[src/rtl/clk_div_gated.sv]
`default_nettype none
// +--------------------------------------------------------------------------+
// | clk_div_gated : glitch-free programmable divider (1..2^W-1, 50% duty)    |
// | with integrated clock gating and boundary-aligned divisor handshake.     |
// | Revision: 1.0                                                            |
// +--------------------------------------------------------------------------+
module clk_div_gated #(
  parameter int DIV_WIDTH = 8,
  parameter int DIV_RST   = 1
) (
  input  logic                 clk_i,
  input  logic                 rst_n_i,
  input  logic                 en_i,
  input  logic                 te_i,
  input  logic                 div_valid_i,
  output logic                 div_ready_o,
  input  logic [DIV_WIDTH-1:0] div_i,
  output logic                 clk_o,
  output logic                 tick_o
);

  typedef enum logic {IDLE = 1'b0, RUN = 1'b1} state_e;

  localparam logic [DIV_WIDTH-1:0] DIV_RST_V = DIV_WIDTH'(DIV_RST);
  localparam logic [DIV_WIDTH-1:0] ONE       = DIV_WIDTH'(1);
  localparam logic [DIV_WIDTH-1:0] TWO       = DIV_WIDTH'(2);

  state_e               run_q, run_d;
  logic [DIV_WIDTH-1:0] div_q, div_d;
  logic [DIV_WIDTH-1:0] pend_div_q, pend_div_d;
  logic [DIV_WIDTH-1:0] cnt_q, cnt_d;
  logic                 pend_q, pend_d;
  logic                 pos_q, pos_d;
  logic                 neg_q;
  logic                 gate_en;
  logic [DIV_WIDTH-1:0] n_cur, n_nxt;
  logic                 act, last, accept, apply;
  logic                 bypass;

  always_comb begin
    act        = en_i | te_i;
    n_cur      = (div_q < TWO) ? ONE : div_q;
    last       = (cnt_q == n_cur - ONE);
    accept     = div_valid_i & ~pend_q;
    // pend_q already set means acceptance happened on an earlier edge.
    apply      = pend_q & ((run_q == IDLE) | last);
    div_d      = apply ? pend_div_q : div_q;
    pend_d     = apply ? 1'b0 : (pend_q | accept);
    pend_div_d = accept ? div_i : pend_div_q;

    run_d = run_q;
    case (run_q)
      IDLE:    if (act) run_d = RUN;
      RUN:     if (last && !act) run_d = IDLE;
      default: run_d = IDLE;
    endcase

    cnt_d = '0;
    if (run_q == RUN && run_d == RUN && !last) cnt_d = cnt_q + ONE;

    n_nxt = (div_d < TWO) ? ONE : div_d;
    pos_d = (run_d == RUN) && (cnt_d < (n_nxt >> 1));
  end

  always_ff @(posedge clk_i or negedge rst_n_i) begin
    if (!rst_n_i) begin
      run_q      <= IDLE;
      div_q      <= DIV_RST_V;
      pend_q     <= 1'b0;
      pend_div_q <= '0;
      cnt_q      <= '0;
      pos_q      <= 1'b0;
    end else begin
      run_q      <= run_d;
      div_q      <= div_d;
      pend_q     <= pend_d;
      pend_div_q <= pend_div_d;
      cnt_q      <= cnt_d;
      pos_q      <= pos_d;
    end
  end

  // Half-cycle extension of the high phase for odd ratios.
  always_ff @(negedge clk_i or negedge rst_n_i) begin
    if (!rst_n_i) neg_q <= 1'b0;
    else          neg_q <= pos_q;
  end

  // Bypass gate: transparent while clk_i is low so the AND never chops a pulse.
  always_latch begin
    if (!rst_n_i)    gate_en <= 1'b0;
    else if (!clk_i) gate_en <= (run_d == RUN);
  end

  always_comb begin
    bypass      = (div_q < TWO);
    clk_o       = bypass ? (clk_i & gate_en) : (div_q[0] ? (pos_q | neg_q) : pos_q);
    tick_o      = (run_q == RUN) && (cnt_q == '0);
    div_ready_o = ~pend_q;
  end

endmodule
`default_nettype wire

[config.mk]
export PLATFORM = sky130hd
export DESIGN_NAME = clk_div_gated
export DESIGN_NICKNAME = d
export VERILOG_FILES = /design/src/rtl/clk_div_gated.sv
export SDC_FILE = /design/constraint.sdc
export NUM_CORES = 1
export LEC_CHECK = 0
export BUFFER_PORTS_ARGS = -buffer_cell sky130_fd_sc_hd__buf_2
export CAP_MARGIN = 10
export CELL_PAD_IN_SITES_DETAIL_PLACEMENT = 1
export CELL_PAD_IN_SITES_GLOBAL_PLACEMENT = 2
export CORE_ASPECT_RATIO = 0.5
export CORE_UTILIZATION = 41
export DETAILED_ROUTE_END_ITERATION = 10
export PLACE_DENSITY = 0.88
export REMOVE_ABC_BUFFERS = 1
export SETUP_SLACK_MARGIN = 0.05
export SLEW_MARGIN = 0
export SYNTH_ARGS = -nofsm -noshare
export SYNTH_HDL_FRONTEND = slang
export SYNTH_SLANG_ARGS = --single-unit
[constraint.sdc]
create_clock -name clk_i -period 9.8 [get_ports clk_i]
set_clock_uncertainty 0.15 [all_clocks]
set_input_delay 2.45 -clock clk_i [delete_from_list [all_inputs] [get_ports clk_i]]
set_output_delay 2.45 -clock clk_i [all_outputs]
set_load 0.03 [all_outputs]
==> metrics.yaml <==
worst_setup_path:
  required_ns: 5.16
  start_kind: "input pin"
  r2r-end: "gate_en"
  r2r_slack_ns: 1.84
  end_kind: "latch"
  crit_fanout: 30
  cp_cell_sequence: "dlygate4sd3_1, dlygate4sd3_1, buf_2, and2_1"
  startpoint: "rst_n_i"
  arrival_ns: 4.31
  rr_worst_depth: 10
  slowest_stage: "dlygate4sd3_1"
  worstSetupPathType: "input pin to latch"
  slowest_delay_ns: 0.56
  r2r-start: "div_q[6]"
  cpMostUsedCell: "dlygate4sd3_1"
cells_and_area:
  drive_gt1_share_pct: 22.8
  instances_no_fill: 243
  antenna_cells: 0
  finalNetCount: 211
  area_growth_pct: 19.0
  design_area_mm2: 0.00200
  nFillCells: 451
detailed_routing:
  dr.pass1.iters: 4
  drc: 0
  wl_per_cell_um: 16.9
  antenna_left: 0
  vias: 1317
  vias_per_cell: 5.42
  drt-initial-drc-count: 24
  routed_wirelength_um: 4110
worst_hold_path:
  holdPathStages: 6
  hold_start: "rst_n_i"
  holdCritPathClass: "input pin to clock gate"
power:
  vdd_drop_max_uv: 163
  fin_total_pwr_mw: 0.768
  power_density_mw_per_mm2: 384
  p_leak_nw: 0.967
timing:
  hold_violations: 0
  worst_slack_ns: 0.859
  slew_violations: 0
  fin_tns_setup_ns: 0
  rsz0062_at_grt: "false"
  relSlewSlack_pct: 54.3
  finalSetupViolCount: 0
  worst_slew_pin_slew_ns: 0.684
place:
  dp_worst_setup_slack_ns: 1.42
  place_inst: 228
  hpwl_um: 2920
  portBuffers: 15
  gp_congestion: 0.832
  placedInstanceArea_mm2: 0.00181
global_route:
  grt.total_usage_pct: 21.3
  antenna_found_initial: 0
  globalRouteOverflowTotal: 0
  grt_max_degree: 31
  grt_pass1_wl_um: 6610
  grt_pass1_vias: 1308
yosys:
  synth_commonest_cells: "26 x dfrtp_1, 16 x nor2_1, 15 x inv_1"
  netlist_instances: 163
  synth.avg_cell_area_um2: 10.3
  netlist_area_mm2: 0.00168
  yosysTopAreaCell: "dfrtp_1"
  ys_types: 50
  yosysWarnings: 0
  synth.top_cell.area_share_pct: 38.7
  async_reset_ff_share_pct: 96.6
  synth_edf_count: 0
  synthFlopType: "dfrtp_1"
  yosys-top-cells-area: "dfrtp_1 39%, ha_1 6.7%, mux2_2 4.7%"
  synth_seq_cells: 29
  yosysMostFrequentCell: "dfrtp_1"
die:
  die_area_mm2: 0.00438
  ios: 16
  dieHeight_um: 47.3
  num_rows: 16
  die_w_um: 92.6
  start_util_pct: 42.9
  core_mm2: 0.00392
clocking:
  clk_latency_ns: 0.38
  cts_tree: "built"
  clk_pin_slew_ns: 0.05
job:
  drv_cap: 0
run_status:
  status: "completed"
## layout by cell type, fill, tap and decap left out, types with 2 or more instances in the layout
cell,netlist,routed
o21ai_0,2,2
a211oi_2,2,2
a21o_1,2,2
nor2_1,16,16
nor2b_1,4,4
buf_2,1,15
nor3_1,4,4
nand4_1,2,2
mux2_2,7,7
dlygate4sd3_1,0,5
mux2i_1,5,5
xnor2_1,7,7
ha_1,9,9
mux2_1,2,2
a21oi_1,6,6
nand3_1,6,6
clkbuf_8,0,8
nand2_1,8,8
dfrtp_1,26,26
xor2_1,6,6
inv_1,15,15
## stage by stage
| stage | utilization [%] | hold slack, ns |
|---|---|---|
| 2_1_floorplan | - | -2.60 |
| 3_3_place_gp | 46.1 | -2.27 |
| 3_5_place_dp | 46.1 | -2.27 |
| 4_1_cts | 51.0 | 0.261 |
| 5_1_grt | 51.0 | 0.379 |
| 6_report | 51.0 | 0.317 |
## worst max path at each step
stage / endpoint / slack [ns]
finish: gate_en / 0.86
global route: gate_en / 0.76
CTS: gate_en / 0.88
detailed placement: clk_o / 1.42
global placement: clk_o / 1.45
floorplan: clk_o / 1.50
## layout make-up
class | instances | area (um2) | share of cell area, %
sequential | 29 | 717 | 35.8
tap | 54 | 67.6 | 3.38
multi-input combinational | 113 | 881 | 44.0
clock inverter | 1 | 30.0 | 1.50
timing repair buffer | 20 | 128 | 6.37
inverter | 16 | 60.1 | 3.00
clock buffer | 10 | 119 | 5.94
## worst max-delay path, delay by kind of cell
kind          cells  cell delay, ns
buf+inv           3            1.62
simple gates      1            0.23
## flip-flops by register name, indices dropped and copies added, names as in the netlist, named ones only
register and count:
cnt_q 8, pos_q 1, gate_en 1, run_q 1, pend_q 1, pend_div_q 8
div_q 7, neg_q 1
## report_power, final
group | internal (mW) | switching (mW) | leakage, nW
combinational | 0.167 | 0.191 | 0.544
clock | 0.104 | 0.0559 | 0.0830
sequential | 0.171 | 0.0794 | 0.340
## kinds of logic (layout without fill, tap and decap cells)
logic type	after synthesis	count (layout)	synth area share, %
compound gates	22	22	11.2
latches	1	1	0.893
mux	15	15	9.90
simple gates	54	54	17.8
buf+inv	21	47	4.98
flops	28	28	41.7
xor+xnor	13	13	6.77
fa+ha+maj	9	9	6.70
## per-layer routing
metal,global-route usage [%],wire length [um],vias to the layer above
met5,0,0,-
met2,35.9,1880,31
met1,26.5,1990,649
met3,5.99,180,9
li1,-,-,628
met4,10.0,57,0
## repair_timing
action	CTS	global route
hold endpoints to repair	1	0
resized for setup	0	0
hold buffers	5	0
buffers inserted	0	0
Note: power is estimated with default switching activity, not from simulation.
